<file path="src/rtl/pipeline_ctrl_pkg.sv">
// Shared types and constants for the pipeline hazard/sequencing controller.
package pipe_pkg;

    typedef enum logic {StIdle, StBusy} mdu_state_e;

    localparam int unsigned MULT_CYCLES_DEF = 4;
    localparam int unsigned DIV_CYCLES_DEF  = 32;
    localparam int unsigned REG_IDX_W       = 5;

endpackage

</file>
<file path="src/rtl/pipeline_ctrl_if.sv">
// Decode/EX/MEM status in, stage-register controls out.
interface pipeline_ctrl_if
    import pipe_pkg::*;
();
    logic [REG_IDX_W-1:0] id_rs;
    logic [REG_IDX_W-1:0] id_rt;
    logic                 id_uses_rs;
    logic                 id_uses_rt;
    logic                 id_is_mdu;
    logic                 id_is_div;
    logic                 id_uses_hilo;
    logic                 ex_memread;
    logic [REG_IDX_W-1:0] ex_rd;
    logic                 ex_branch_taken;
    logic                 mem_req;
    logic                 mem_ready;

    logic                 pc_write;
    logic                 ifid_write;
    logic                 idex_write;
    logic                 exmem_write;
    logic                 memwb_write;
    logic                 ifid_flush;
    logic                 idex_flush;
    logic                 exmem_flush;
    logic                 memwb_flush;
    logic                 mdu_start;
    logic                 mdu_busy;
    logic [31:0]          stall_cycles;

    modport master (
        output id_rs, id_rt, id_uses_rs, id_uses_rt, id_is_mdu, id_is_div, id_uses_hilo,
               ex_memread, ex_rd, ex_branch_taken, mem_req, mem_ready,
        input  pc_write, ifid_write, idex_write, exmem_write, memwb_write,
               ifid_flush, idex_flush, exmem_flush, memwb_flush,
               mdu_start, mdu_busy, stall_cycles
    );

    modport slave (
        input  id_rs, id_rt, id_uses_rs, id_uses_rt, id_is_mdu, id_is_div, id_uses_hilo,
               ex_memread, ex_rd, ex_branch_taken, mem_req, mem_ready,
        output pc_write, ifid_write, idex_write, exmem_write, memwb_write,
               ifid_flush, idex_flush, exmem_flush, memwb_flush,
               mdu_start, mdu_busy, stall_cycles
    );

endinterface

</file>
<file path="src/rtl/pipeline_ctrl_mdu_sequencer.sv">
// Tracks the multiply/divide unit busy window after each launch pulse.
module mdu_sequencer
    import pipe_pkg::*;
#(
    parameter int unsigned MULT_CYCLES = MULT_CYCLES_DEF,
    parameter int unsigned DIV_CYCLES  = DIV_CYCLES_DEF,
    parameter int unsigned CNT_W       = 6
) (
    input  logic i_clk,
    input  logic i_rst,
    input  logic i_start,
    input  logic i_is_div,
    output logic o_busy
);

    localparam logic [CNT_W-1:0] MultLoad = CNT_W'(MULT_CYCLES - 1);
    localparam logic [CNT_W-1:0] DivLoad  = CNT_W'(DIV_CYCLES - 1);

    mdu_state_e       r_state, w_state_next;
    logic [CNT_W-1:0] r_cnt, w_cnt_next;

    always_ff @(posedge i_clk) begin
        if (i_rst) begin
            r_state <= StIdle;
            r_cnt   <= '0;
        end else begin
            r_state <= w_state_next;
            r_cnt   <= w_cnt_next;
        end
    end

    // Counter holds the number of busy cycles still to come after the current one.
    always_comb begin
        w_state_next = r_state;
        w_cnt_next   = r_cnt;
        unique case (r_state)
            StIdle: begin
                if (i_start) begin
                    w_state_next = StBusy;
                    w_cnt_next   = i_is_div ? DivLoad : MultLoad;
                end
            end
            StBusy: begin
                if (r_cnt == '0) w_state_next = StIdle;
                else             w_cnt_next   = r_cnt - 1'b1;
            end
        endcase
    end

    assign o_busy = (r_state == StBusy);

endmodule

</file>
<file path="src/rtl/pipeline_ctrl.sv">
// Hazard priority (freeze > branch > MDU/load-use > normal) and stall-cycle counter.
module pipeline_ctrl
    import pipe_pkg::*;
#(
    parameter int unsigned MULT_CYCLES = MULT_CYCLES_DEF,
    parameter int unsigned DIV_CYCLES  = DIV_CYCLES_DEF,
    parameter int unsigned CNT_W       = 6
) (
    input  logic            clk,
    input  logic            rst,
    pipeline_ctrl_if.slave  bus
);

    logic        w_freeze;
    logic        w_load_use;
    logic        w_mdu_haz;
    logic        w_mdu_busy;
    logic [31:0] r_stall_cycles;

    assign w_freeze   = bus.mem_req && !bus.mem_ready;
    assign w_load_use = bus.ex_memread && (bus.ex_rd != '0) &&
                        ((bus.id_uses_rs && (bus.id_rs == bus.ex_rd)) ||
                         (bus.id_uses_rt && (bus.id_rt == bus.ex_rd)));
    assign w_mdu_haz  = w_mdu_busy && (bus.id_is_mdu || bus.id_uses_hilo);

    always_comb begin
        bus.pc_write    = 1'b1;
        bus.ifid_write  = 1'b1;
        bus.idex_write  = 1'b1;
        bus.exmem_write = 1'b1;
        bus.memwb_write = 1'b1;
        bus.ifid_flush  = 1'b0;
        bus.idex_flush  = 1'b0;
        bus.exmem_flush = 1'b0;
        bus.memwb_flush = 1'b0;
        bus.mdu_start   = 1'b0;
        if (rst) begin
            bus.pc_write    = 1'b0;
            bus.ifid_write  = 1'b0;
            bus.idex_write  = 1'b0;
            bus.exmem_write = 1'b0;
            bus.memwb_write = 1'b0;
            bus.ifid_flush  = 1'b1;
            bus.idex_flush  = 1'b1;
            bus.exmem_flush = 1'b1;
            bus.memwb_flush = 1'b1;
        end else if (w_freeze) begin
            bus.pc_write    = 1'b0;
            bus.ifid_write  = 1'b0;
            bus.idex_write  = 1'b0;
            bus.exmem_write = 1'b0;
            bus.memwb_write = 1'b0;
        end else if (bus.ex_branch_taken) begin
            bus.ifid_flush  = 1'b1;
            bus.idex_flush  = 1'b1;
        end else if (w_mdu_haz || w_load_use) begin
            // Hold PC and IF/ID, inject a bubble into ID/EX.
            bus.pc_write    = 1'b0;
            bus.ifid_write  = 1'b0;
            bus.idex_flush  = 1'b1;
        end else begin
            bus.mdu_start   = bus.id_is_mdu;
        end
    end

    mdu_sequencer #(
        .MULT_CYCLES (MULT_CYCLES),
        .DIV_CYCLES  (DIV_CYCLES),
        .CNT_W       (CNT_W)
    ) u_mdu_sequencer (
        .i_clk    (clk),
        .i_rst    (rst),
        .i_start  (bus.mdu_start),
        .i_is_div (bus.id_is_div),
        .o_busy   (w_mdu_busy)
    );

    assign bus.mdu_busy = w_mdu_busy;

    always_ff @(posedge clk) begin
        if (rst) begin
            r_stall_cycles <= '0;
        end else if (!bus.pc_write && (r_stall_cycles != 32'hFFFF_FFFF)) begin
            r_stall_cycles <= r_stall_cycles + 32'd1;
        end
    end

    assign bus.stall_cycles = r_stall_cycles;

endmodule

</file>
<file path="src/flat_wrapper.sv">
// flat-port wrapper written by rule: the top's interface ports become plain ports
module pipeline_ctrl_flat import pipe_pkg::*;
#(
    parameter int unsigned MULT_CYCLES = MULT_CYCLES_DEF,
    parameter int unsigned DIV_CYCLES  = DIV_CYCLES_DEF,
    parameter int unsigned CNT_W       = 6
)
  (clk, rst, bus_id_rs, bus_id_rt, bus_id_uses_rs, bus_id_uses_rt, bus_id_is_mdu, bus_id_is_div, bus_id_uses_hilo, bus_ex_memread, bus_ex_rd, bus_ex_branch_taken, bus_mem_req, bus_mem_ready, bus_pc_write, bus_ifid_write, bus_idex_write, bus_exmem_write, bus_memwb_write, bus_ifid_flush, bus_idex_flush, bus_exmem_flush, bus_memwb_flush, bus_mdu_start, bus_mdu_busy, bus_stall_cycles);
  pipeline_ctrl_if bus_i ();
  input  logic clk;
  input  logic rst;
  input wire logic [$bits(bus_i.id_rs)-1:0] bus_id_rs;
  input wire logic [$bits(bus_i.id_rt)-1:0] bus_id_rt;
  input wire logic [$bits(bus_i.id_uses_rs)-1:0] bus_id_uses_rs;
  input wire logic [$bits(bus_i.id_uses_rt)-1:0] bus_id_uses_rt;
  input wire logic [$bits(bus_i.id_is_mdu)-1:0] bus_id_is_mdu;
  input wire logic [$bits(bus_i.id_is_div)-1:0] bus_id_is_div;
  input wire logic [$bits(bus_i.id_uses_hilo)-1:0] bus_id_uses_hilo;
  input wire logic [$bits(bus_i.ex_memread)-1:0] bus_ex_memread;
  input wire logic [$bits(bus_i.ex_rd)-1:0] bus_ex_rd;
  input wire logic [$bits(bus_i.ex_branch_taken)-1:0] bus_ex_branch_taken;
  input wire logic [$bits(bus_i.mem_req)-1:0] bus_mem_req;
  input wire logic [$bits(bus_i.mem_ready)-1:0] bus_mem_ready;
  output wire logic [$bits(bus_i.pc_write)-1:0] bus_pc_write;
  output wire logic [$bits(bus_i.ifid_write)-1:0] bus_ifid_write;
  output wire logic [$bits(bus_i.idex_write)-1:0] bus_idex_write;
  output wire logic [$bits(bus_i.exmem_write)-1:0] bus_exmem_write;
  output wire logic [$bits(bus_i.memwb_write)-1:0] bus_memwb_write;
  output wire logic [$bits(bus_i.ifid_flush)-1:0] bus_ifid_flush;
  output wire logic [$bits(bus_i.idex_flush)-1:0] bus_idex_flush;
  output wire logic [$bits(bus_i.exmem_flush)-1:0] bus_exmem_flush;
  output wire logic [$bits(bus_i.memwb_flush)-1:0] bus_memwb_flush;
  output wire logic [$bits(bus_i.mdu_start)-1:0] bus_mdu_start;
  output wire logic [$bits(bus_i.mdu_busy)-1:0] bus_mdu_busy;
  output wire logic [$bits(bus_i.stall_cycles)-1:0] bus_stall_cycles;
  assign bus_i.id_rs = bus_id_rs;
  assign bus_i.id_rt = bus_id_rt;
  assign bus_i.id_uses_rs = bus_id_uses_rs;
  assign bus_i.id_uses_rt = bus_id_uses_rt;
  assign bus_i.id_is_mdu = bus_id_is_mdu;
  assign bus_i.id_is_div = bus_id_is_div;
  assign bus_i.id_uses_hilo = bus_id_uses_hilo;
  assign bus_i.ex_memread = bus_ex_memread;
  assign bus_i.ex_rd = bus_ex_rd;
  assign bus_i.ex_branch_taken = bus_ex_branch_taken;
  assign bus_i.mem_req = bus_mem_req;
  assign bus_i.mem_ready = bus_mem_ready;
  assign bus_pc_write = bus_i.pc_write;
  assign bus_ifid_write = bus_i.ifid_write;
  assign bus_idex_write = bus_i.idex_write;
  assign bus_exmem_write = bus_i.exmem_write;
  assign bus_memwb_write = bus_i.memwb_write;
  assign bus_ifid_flush = bus_i.ifid_flush;
  assign bus_idex_flush = bus_i.idex_flush;
  assign bus_exmem_flush = bus_i.exmem_flush;
  assign bus_memwb_flush = bus_i.memwb_flush;
  assign bus_mdu_start = bus_i.mdu_start;
  assign bus_mdu_busy = bus_i.mdu_busy;
  assign bus_stall_cycles = bus_i.stall_cycles;
  pipeline_ctrl #(.MULT_CYCLES(MULT_CYCLES), .DIV_CYCLES(DIV_CYCLES), .CNT_W(CNT_W)) u_core (.clk(clk), .rst(rst), .bus(bus_i));
endmodule
</file>
<file path="config.mk">
export PLATFORM = sky130hd
export DESIGN_NAME = pipeline_ctrl_flat
export DESIGN_NICKNAME = d
export VERILOG_FILES = /design/src/rtl/pipeline_ctrl_pkg.sv /design/src/rtl/pipeline_ctrl_if.sv /design/src/rtl/pipeline_ctrl_mdu_sequencer.sv /design/src/rtl/pipeline_ctrl.sv /design/src/flat_wrapper.sv
export SDC_FILE = /design/constraint.sdc
export NUM_CORES = 1
export LEC_CHECK = 0
export BUFFER_PORTS_ARGS = -buffer_cell sky130_fd_sc_hd__buf_2
export CORE_ASPECT_RATIO = 1.4
export CORE_MARGIN = 8
export CORE_UTILIZATION = 45
export DETAILED_ROUTE_END_ITERATION = 6
export GPL_ROUTABILITY_DRIVEN = 0
export PLACE_DENSITY = 0.71
export SETUP_SLACK_MARGIN = 0.15
export SLEW_MARGIN = 10
export SYNTH_ARGS = -nofsm -noshare
export SYNTH_HDL_FRONTEND = slang
export SYNTH_SLANG_ARGS = --single-unit
</file>
<file path="constraint.sdc">
create_clock -name clk -period 4.2 [get_ports clk]
set_clock_uncertainty 0.15 [all_clocks]
set_input_delay 0 -clock clk [delete_from_list [all_inputs] [get_ports clk]]
set_output_delay 0 -clock clk [all_outputs]
set_load 0.01 [all_outputs]
</file>
; ---- Yosys cells after proc, flatten, opt, wreduce, memory -nomap -nowiden
; Index checks and enable logic that the tools add are counted.
[classes]
add_sub_neg = 2
eq_ne = 5
muxes = 25
bitwise = 1
n_reduce_logical = 15
[op_table]
columns = op, n
row1 = $add 32x1->32 const B, 1
row2 = $ne 32x32->1 const B, 1
row3 = $mux 1, 20
row4 = $mux 6, 2
row5 = $pmux 6 s2, 1
row6 = $eq 5x5->1, 2
row7 = $logic_and 1x1->1, 7
row8 = $logic_not 6->1, 1
row9 = $sub 6x1->6 const B, 1
row10 = $mux 5, 1
row11 = $reduce_bool 5->1, 1
row12 = $ne 2x2->1 const B, 2
row13 = $logic_or 1x1->1, 3
row14 = $logic_not 1->1, 2
row15 = $pmux 1 s2, 1
row16 = $reduce_and 2->1, 1
row17 = $not 1->1, 1
[word_totals]
reg_bits = 39
output_inout_bits = 43

; ---- Logic depth before layout (Yosys ltp)
; Gate-level depths: netlist of run 1.
[logic_depth]
depth_word = 11
ltp_mapped = 10
mapped_depth_nobuf = 8

; ---- Cells and area by module
; A second synthesis of run 1 with hierarchy kept.
[hier_totals]
cells_unflattened = 279
area_unflattened_um2 = 2387.3
[by_module_without_submodules]
columns = module, n_inst, cells_each, area_each_um2
row1 = pipeline_ctrl, 1, 235, 1966.9
row2 = mdu_sequencer, 1, 44, 420.4

; ---- Least setup slack after synthesis of run 1
; Ideal clock, no wire load.
[synth_path]
path_kind = register to register
from = register u_core.r_stall_cycles[0], in the netlist u_core.bus.stall_cycles[0]
to = register u_core.r_stall_cycles[1], in the netlist u_core.bus.stall_cycles[1]
setup_time_ns = 0.128
arrival_time_ns = 2.022
required_ns = 3.922
slack_ns = 1.901
path_stages_with_launch = 11
path_buffers = 3
synth_period_minus_slack_ns = 2.299
cell_sequence = dfxtp_1 -> ha_1 -> buf_2 -> nand3_1 -> nor3_1 -> nand2_1 -> o221ai_1 -> buf_2 -> buf_4 -> mux2i_1 -> nor2_1
[synth_via]
elab_chain_len = 2
[synth_lines]
columns = element, line_no
row1 = from (decl), pipeline_ctrl.sv:18  ; logic [31:0] r_stall_cycles;
row2 = from (signal assigned), pipeline_ctrl.sv:84  ; r_stall_cycles <= r_stall_cycles + 32'd1;
row3 = "parallel branches: the longest is 2 deep, another holds $add 32x1->32", n/a
; Parallel ways; which one is timed is not known.
; A chain may end at the register's enable or synchronous reset.

; ---- Worst setup path after layout of run 1
[layout_path]
from = register u_core.r_stall_cycles[0], in the netlist u_core.bus.stall_cycles[0]
to = register u_core.r_stall_cycles[20], in the netlist u_core.bus.stall_cycles[20]
; Same word-level chain as after synthesis.

==> metrics, run 1 <==
DRT Pass-1 Iters 4; Final Hold Viols 0; Synth top cells by count dfxtp_1 (39), a21oi_1 (29), nand2_1 (26); initial antenna violation count 0; CP required 4.27 ns; worst-path fanout max 30; Starting Density 46.7%; CTS tree built; Yosys top cell by area dfxtp_1; Flop pwr share 48.6%; VDD IR-drop max 0.000221 V; global route overflow 0; fin. max-slew vios 0; min-delay worst type in2reg; crit path kind reg2reg; normalized max-slew margin 24.1%; Yosys reg bits 39; GRT Total Usage 14.9%; Final setup viols 0; Data arrival, critical path 3.08 ns; clock buffer depth 2; worst slew pin tran 1.14 ns; period utilization 71.6%; vias 2,323; post-synthesis cell area 2260 um2; # rows 30; Post-CTS Resized 0; Max Fclk 333 MHz; top-count cell post-synth dfxtp_1; DP HPWL 4400 um; Startpoint Class register; Main synth FF type dfxtp_1; # diodes 0; Die W 75.9 um; TNS Setup 0 ns; top cell type's share of synthesized area 34.5%; Synthesis Warnings 0; postcts setup bufs 0; IO Port Bufs 68; sequential share of the synthesized area 34.5%; Clock Latency Late Sink 0.29 ns; pwr dens 297 nW/um2; Netlist cell types 46; WL final 5790 um; Detail Route Antenna Nets 0; ys async rst share 0%; outcome completed; # IOs 69; core area 4840 um2; Area Growth Syn to Fin 18.6%; Max Cap Viol 0; clk slew on worst S/H paths 0.08 ns; clock network power share 37.9%; NetSw 0.201 mW; Sw Share 25.3%; Post-synth EDFFs 0; leading post-synthesis cells by cell area dfxtp_1 (35%), a21oi_1 (6.4%), or3_1 (5.5%), o21ai_0 (4.9%), nand2_1 (4.3%); RSZ-0062 raised after global routing no; Post-Syn Instances 287; layout cell share with drive strength beyond 1 24.9%; Int Power 0.594 mW; Sinks on Clock Net 39; DR vias/cell 5.72; total clock buffers created by CTS 5; detailed router's first-iteration violation count 94; Root Buffer Master clkbuf_8; Lkg Pwr 1.04 nW; min Tclk post-route 3.01 ns; Net Count, Synth 315; final core utilization 55.4%; Die Area 7580 um2; crit end category register; combinational share of power 13.5%; Layout Nets 370; vias in the first global route 2,275; average wire per cell in the routed design 14.3 um; Avg Cell Area, Syn 7.88 um2; largest net degree at the start of global routing 40; htree depth 2; first-pass GRT wire length 9620 um; Hold-fix buffers, CTS 0; die height 99.9 um; Residual DRC 0; Tot Pwr 0.795 mW
## power by group through the flow
| stage | logic, mW | registers (mW) | clock network, mW |
|---|---|---|---|
| floorplan | 0.0777 | 0.394 | 0 |
| global placement | 0.107 | 0.395 | 0 |
| detailed placement | 0.108 | 0.395 | 0 |
| CTS | 0.109 | 0.386 | 0.315 |
| global route | 0.121 | 0.388 | 0.326 |
| finish | 0.107 | 0.386 | 0.302 |
## metal layers
layer	part of all wire, %	GRT usage [%]
met5	0	0
met3	5.8	5.10
met4	1.3	5.91
met2	51	28.1
met1	42	14.4
## cell type report
| cell class | count | area (um2) |
|---|---|---|
| Fill cell | 498 | 2160 |
| Multi-Input combinational cell | 220 | 1340 |
| Sequential cell | 39 | 781 |
| Timing Repair Buffer | 69 | 348 |
| Tap cell | 64 | 80.1 |
| Clock buffer | 6 | 72.6 |
| Clock inverter | 1 | 30.0 |
| Inverter | 7 | 26.3 |
## worst max-delay path, cell delays in order, from the launching register on
cell	delay, ns
dfxtp_1	0.40
ha_1	0.42
nand3_1	0.15
nor3_1	0.34
nand2_1	0.14
o221ai_2	0.90
o21ai_0	0.25
a21oi_1	0.18
## sequential cells by signal (all words and copies together) (netlist names)
name / count
u_core.u_mdu_sequencer.r_cnt: 6
u_core.u_mdu_sequencer.o_busy: 1
u_core.bus.stall_cycles: 32
## metrics by stage
stage / cell area [um2] / setup slack [ns] / hold WS [ns] / cells
global placement: 2580 / 1.40 / 0.218 / 399
global route: 2680 / 0.894 / 0.0266 / 406
floorplan: 2260 / 1.90 / -0.0582 / 287
detailed placement: 2580 / 1.27 / 0.227 / 399
CTS: 2680 / 1.23 / 0.00929 / 406
finish: 2680 / 1.19 / 0.00449 / 406
## placed cells by master, fill, tap and decap left out, drive strengths merged, types with 4 or more instances in the layout
cell    Yosys  routed
a21oi      31      31
and2        4       4
and4        4       4
buf        11      69
clkbuf      9       6
dfxtp      39      39
inv         7       7
nand2      26      26
nand3      14      14
nand4      11      11
nor2       12      12
nor2b       5       5
nor3        5       5
nor4        5       5
o21a        5       5
o21ai      23      23
o31a        4       4
o31ai       4       4
or3        23      23
or4         6       6
xnor2      10      10
## cells by family (layout without fill, tap and decap cells)
group                    count (synthesis)  in the layout  synth area share, %
flip-flops                              39             39                 34.5
adder cells (fa/ha/maj)                  2              2                 1.11
AND/OR/NAND/NOR                        123            123                 30.8
AO/OA/AOI/OAI                           80             80                 21.1
XOR/XNOR                                12             12                 4.65
buffers and inverters                   28             83                 6.31
multiplexers                             3              3                 1.44
## path summary, 6_finish.rpt
check	start	endpoint	slack, ns	cells past startpoint
worst max-delay path	u_core.bus.stall_cycles[0]	u_core.bus.stall_cycles[20]	1.19	7
worst min register to register	u_core.u_mdu_sequencer.r_cnt[1]	u_core.u_mdu_sequencer.r_cnt[1]	0.35	2
worst min-delay path	rst	u_core.bus.stall_cycles[13]	0.004	3
worst max register to register	u_core.bus.stall_cycles[0]	u_core.bus.stall_cycles[20]	1.19	7
Power figures use the tool's default switching activity.
==> inputs of run 2 (changes only) <==
Settings changed: ABC_AREA set to 1, PLACE_DENSITY 0.71 to 0.72.
Clock period 4.2 ns to 2.75 ns, I/O delays scaled along.
==> run 2 against run 1 <==
Effect of this change:
- setup slack got worse by 0.55 ns
- maximum frequency rose by 43%
- critical path depth up 2
- die area up 19%
- first-iteration DRC count increased by 54%
==> metrics, run 2 <==
hold path startpoint bus_ex_branch_taken; Synthesis Warnings 0; die height 109 um; WP depth 9; postcts setup bufs 0; total clock buffers created by CTS 5; WL final 7550 um; Max Cap Viol 0; first-pass GRT wire length 12,800 um; sequential share of the synthesized area 28.0%; Synth top cells by count nand2_1 (121), nor2_1 (49), inv_1 (47); crit end category register; Tot Pwr 1.18 mW; Clock Latency Late Sink 0.30 ns; Lkg Pwr 1.49 nW; CTS tree built; Detail Route met3 WL 326 um; Startpoint Class register; NetSw 0.316 mW; Post-Syn Instances 442; Avg Cell Area, Syn 6.31 um2; global route overflow 0; Post-synth EDFFs 0; CP required 2.83 ns; DRT Pass-1 Iters 4; clock network power share 36.5%; uppermost layer routed met4; Post-Place Setup Slack 0.668 ns; Die W 82.6 um; register area 781 um2; Main synth FF type dfxtp_1; final core utilization 52.9%; # IOs 69; CP top delay family simple AND/OR/NAND/NOR gates; Netlist cell types 26; worst-path fanout max 32; vias in the first global route 2,837; worst slew pin tran 0.502 ns; Detail Route Antenna Nets 0; worst-path cell chain ha_1, nand2_2, nor2_4, nand2_2, nor2_4, nand4_4, nand2_4, nand2_1, a21oi_1; most frequent cells in the layout nand2_1 (121), buf_2 (68), nor2_1 (49), inv_1 (47), nand3_1 (46); largest net degree at the start of global routing 38; Flop pwr share 49.4%; CP peak stage delay 0.39 ns; commonest non-fill, non-tap cell in the layout nand2_1; Final WS setup 0.646 ns; outcome completed; R2R Path Start u_core.bus.stall_cycles[1]; Die Area 9010 um2; Int Power 0.865 mW; CP max-delay cell dfxtp_1; non-filler cells, final 576; Sinks on Clock Net 39; combinational share of power 14.1%; Final Hold Viols 0; fin. max-slew vios 0; Fill cells 678; Post-Route Hold Slack 0.0772 ns; r2r endpoint u_core.bus.stall_cycles[19]; Area Growth Syn to Fin 16.1%; min-delay worst type in2reg; core area 6130 um2; Post-Layout Inst Area 3240 um2; min Tclk post-route 2.10 ns; DR vias/cell 5.07; met2 WL 3880 um; # rows 34; pwr dens 364 nW/um2; ys async rst share 0%; Net Count, Synth 470; RSZ-0062 raised after global routing no; crit path kind reg2reg; IO Port Bufs 68; Data arrival, critical path 2.18 ns; Residual DRC 0; VDD IR-drop max 0.000213 V; Root Buffer Master clkbuf_8; layout cell share with drive strength beyond 1 21.4%; GRT Total Usage 17.8%; clock buffer depth 2; Largest register FFs 32; Layout Nets 531; Yosys top cell by area dfxtp_1; normalized max-slew margin 66.3%; reg2reg path depth 9; met1 WL 3000 um; # diodes 0; initial antenna violation count 0; DP HPWL 5940 um; average wire per cell in the routed design 13.1 um; Starting Density 45.5%; TNS Setup 0 ns; top-count cell post-synth nand2_1; Worst R2R Setup Slack 0.65 ns; leading post-synthesis cells by cell area dfxtp_1 (28%), nand2_1 (16%), nand3_1 (8.3%), xor2_1 (7.5%), nor2_1 (6.6%); Final setup viols 0; footprint of the multi-input gates 1710 um2; end of the worst hold path u_core.u_mdu_sequencer.r_cnt[5]; post-synthesis cell area 2790 um2; Max Fclk 475 MHz; vias 2,922; top cell type's share of synthesized area 28.0%; Sw Share 26.8%; Placed Cells incl. Taps 567; Yosys reg bits 39; period utilization 76.5%; CP bufs+invs 0; htree depth 2; cell depth of the worst hold path 5; detailed router's first-iteration violation count 145; Post-Place Cell Area 3130 um2; clk slew on worst S/H paths 0.08 ns
[run 2: power by group through the flow]
stage / Combinational (mW) / Clock [mW] / Sequential, mW
3_5_place_dp: 0.167 / 0 / 0.596
2_1_floorplan: 0.121 / 0 / 0.597
3_3_place_gp: 0.162 / 0 / 0.595
6_report: 0.166 / 0.432 / 0.583
5_1_grt: 0.190 / 0.463 / 0.585
4_1_cts: 0.169 / 0.442 / 0.583
[run 2: cells by family after synthesis]
| family | count (synthesis) | synth area share (%) |
|---|---|---|
| fa+ha+maj | 2 | 0.897 |
| simple gates | 262 | 42.1 |
| flops | 39 | 28.0 |
| compound gates | 41 | 8.70 |
| xor+xnor | 31 | 9.73 |
| buf+inv | 67 | 10.6 |
[run 2: worst max path at each step]
stage / start / endpoint / slack, ns
6_report: u_core.bus.stall_cycles[1] / u_core.bus.stall_cycles[19] / 0.65
5_1_grt: u_core.bus.stall_cycles[1] / u_core.bus.stall_cycles[19] / 0.39
4_1_cts: u_core.bus.stall_cycles[1] / u_core.bus.stall_cycles[0] / 0.66
3_5_place_dp: u_core.bus.stall_cycles[0] / u_core.bus.stall_cycles[17] / 0.67
3_3_place_gp: u_core.u_mdu_sequencer.r_cnt[0] / u_core.u_mdu_sequencer.r_cnt[0] / 0.76
2_1_floorplan: u_core.bus.stall_cycles[1] / u_core.bus.stall_cycles[22] / 0.81
[run 2: metal layers]
layer | GRT usage (%) | vias up
li1 | - | 1522
met1 | 19.1 | 1297
met2 | 31.8 | 77
met3 | 2.72 | 26
met4 | 9.90 | 0
met5 | 0 | -
[run 2: area by class of cell]
class	instances	share of cell area, %
repair buffers	72	11.5
multi-input cells	336	52.9
well taps	72	2.78
flip-flops and latches	39	24.1
clock buffers	8	3.09
inverters	49	5.68
[run 2: what timing repair did]
| action | 4_1_cts | 5_1_grt |
|---|---|---|
| hold buffers | 1 | 0 |
| resized for setup | 0 | 0 |
| hold endpoints to repair | 3 | 0 |
[run 2: worst min-delay path, stage by stage]
cell and delay, ns:
buf_2 0.09, inv_1 0.05, nand4_1 0.12, nand3_1 0.08, a21oi_1 0.14
==> inputs of run 3 (changes only) <==
Clock period 2.75 ns to 1.7 ns, I/O delays scaled along.
==> run 3 against run 2 <==
Effect of this change:
- design area grew 34%
- critical path type unchanged
- utilization grew 18 points
- critical path depth shrank 1
- the run now ends with DRC, setup timing left
- highest routed layer unchanged
- largest power group unchanged
==> metrics, run 3 (synthesis gave the netlist of run 2 again) <==
failing checks DRC, setup timing; IO Port Bufs 68; commonest non-fill, non-tap cell in the layout nand2_1; clk slew on worst S/H paths 0.08 ns; # rows 34; Post-Layout Inst Area 4330 um2; Detail Route Antenna Nets 0; Root Buffer Master clkbuf_8; vias in the first global route 3,274; # diodes 0; die height 109 um; DP HPWL 6770 um; normalized max-slew margin 66.9%; period utilization 108%; htree depth 2; min-delay worst type in2reg; Post-Place Cell Area 3670 um2; core area 6130 um2; fin. max-slew vios 0; Final setup viols 36; WL final 10,600 um; RSZ-0062 raised after global routing yes; pwr dens 512 nW/um2; Tot Pwr 2.22 mW; CP required 1.80 ns; DRT Pass-1 Iters 7; Starting Density 45.5%; Area Growth Syn to Fin 55.2%; detailed router's first-iteration violation count 302; GRT Total Usage 20.5%; total clock buffers created by CTS 5; crit end category register; first-pass GRT wire length 14,700 um; largest net degree at the start of global routing 38; VDD IR-drop max 0.000529 V; worst-path fanout max 5; vias 3,492; Max Cap Viol 0; Max Fclk 544 MHz; CTS tree built; Clock Latency Late Sink 0.31 ns; CP peak stage delay 0.36 ns; worst slew pin tran 0.496 ns; # IOs 69; Data arrival, critical path 1.94 ns; worst-path cell chain nand2_1, nor2_1, nand2_1, nor2_1, nand2_1, xor2_1, nand3_1, a21oi_2; most frequent cells in the layout nand2_1 (104), buf_4 (77), buf_2 (68), inv_1 (41), nand3_1 (41); min Tclk post-route 1.84 ns; Most Frequent Cell on Critical Path nand2_1; final core utilization 70.7%; Final Hold Viols 0; Layout Nets 615; Largest register FFs 32; Die W 82.6 um; clock buffer depth 2; Sinks on Clock Net 39; Final WS setup -0.137 ns; global route overflow 0; initial antenna violation count 0; Residual DRC 6; crit path kind reg2reg; Startpoint Class register; average wire per cell in the routed design 16.1 um; outcome complete, but fails checks; DR vias/cell 5.29; CP max-delay cell dfxtp_1; Die Area 9010 um2; layout cell share with drive strength beyond 1 45.9%; Lkg Pwr 2.07 nW
run 3: changes by cell type in the layout (fill, tap and decap cells not counted), sizes merged:
cell    previous run  this run
buf               71       152
clkinv             0         3
bufinv             0         1
inv               49        48
run 3: layout make-up:
type	instances	area [um2]
clock buffers	5	68.8
well taps	72	90.1
flip-flops and latches	39	805
fillers	460	1800
inverters	49	196
clock inverters	3	43.8
repair buffers	156	1120
multi-input cells	336	2010
run 3: critical path, delay by kind of cell, from the launching register on:
family          cells  cell delay, ns
xor+xnor            1            0.15
compound gates      1            0.13
flops               1            0.36
simple gates        6            0.99
run 3: routing by layer:
metal / GRT usage, % / vias up / share of wire [%] / routed length, um
met3: 4.13 / 44 / 8.1 / 862
li1: - / 1689 / - / -
met2: 37.9 / 151 / 51 / 5460
met5: 0 / - / 0 / 0
met1: 21.3 / 1608 / 36 / 3820
met4: 9.03 / 0 / 4.4 / 472
run 3: path summary, 6_finish.rpt:
path	from	endpoint	slack [ns]	cells past startpoint
setup / recovery	u_core.bus.stall_cycles[4]	u_core.bus.stall_cycles[27]	-0.14	8
hold / removal	bus_ex_branch_taken	u_core.bus.stall_cycles[20]	0.08	6
setup reg to reg	u_core.bus.stall_cycles[4]	u_core.bus.stall_cycles[27]	-0.14	8
hold reg to reg	u_core.bus.stall_cycles[31]	u_core.bus.stall_cycles[31]	0.36	2
run 3: per-stage QoR:
stage	TNS [ns]	hold slack [ns]	setup WS [ns]	cells
global placement	-0.987	0.226	-0.127	629
CTS	-1.34	0.0588	-0.0699	644
finish	-3.10	0.0819	-0.137	660
detailed placement	-1.91	0.223	-0.157	629
floorplan	-0.0952	-0.0582	-0.0111	442
global route	-6.57	0.134	-0.312	660
run 3: repair_timing:
item | 4_1_cts | 5_1_grt
setup endpoints to repair | 41 | 41
hold endpoints to repair | 3 | 0
setup buffers | 6 | 13
gates cloned | 0 | 3
pin swaps | 10 | 26
hold buffers | 1 | 0
gates resized for setup | 39 | 52
run 3: power breakdown:
group	switching (mW)	internal, mW
Sequential	0.0171	0.929
Clock	0.367	0.437
Combinational	0.246	0.222
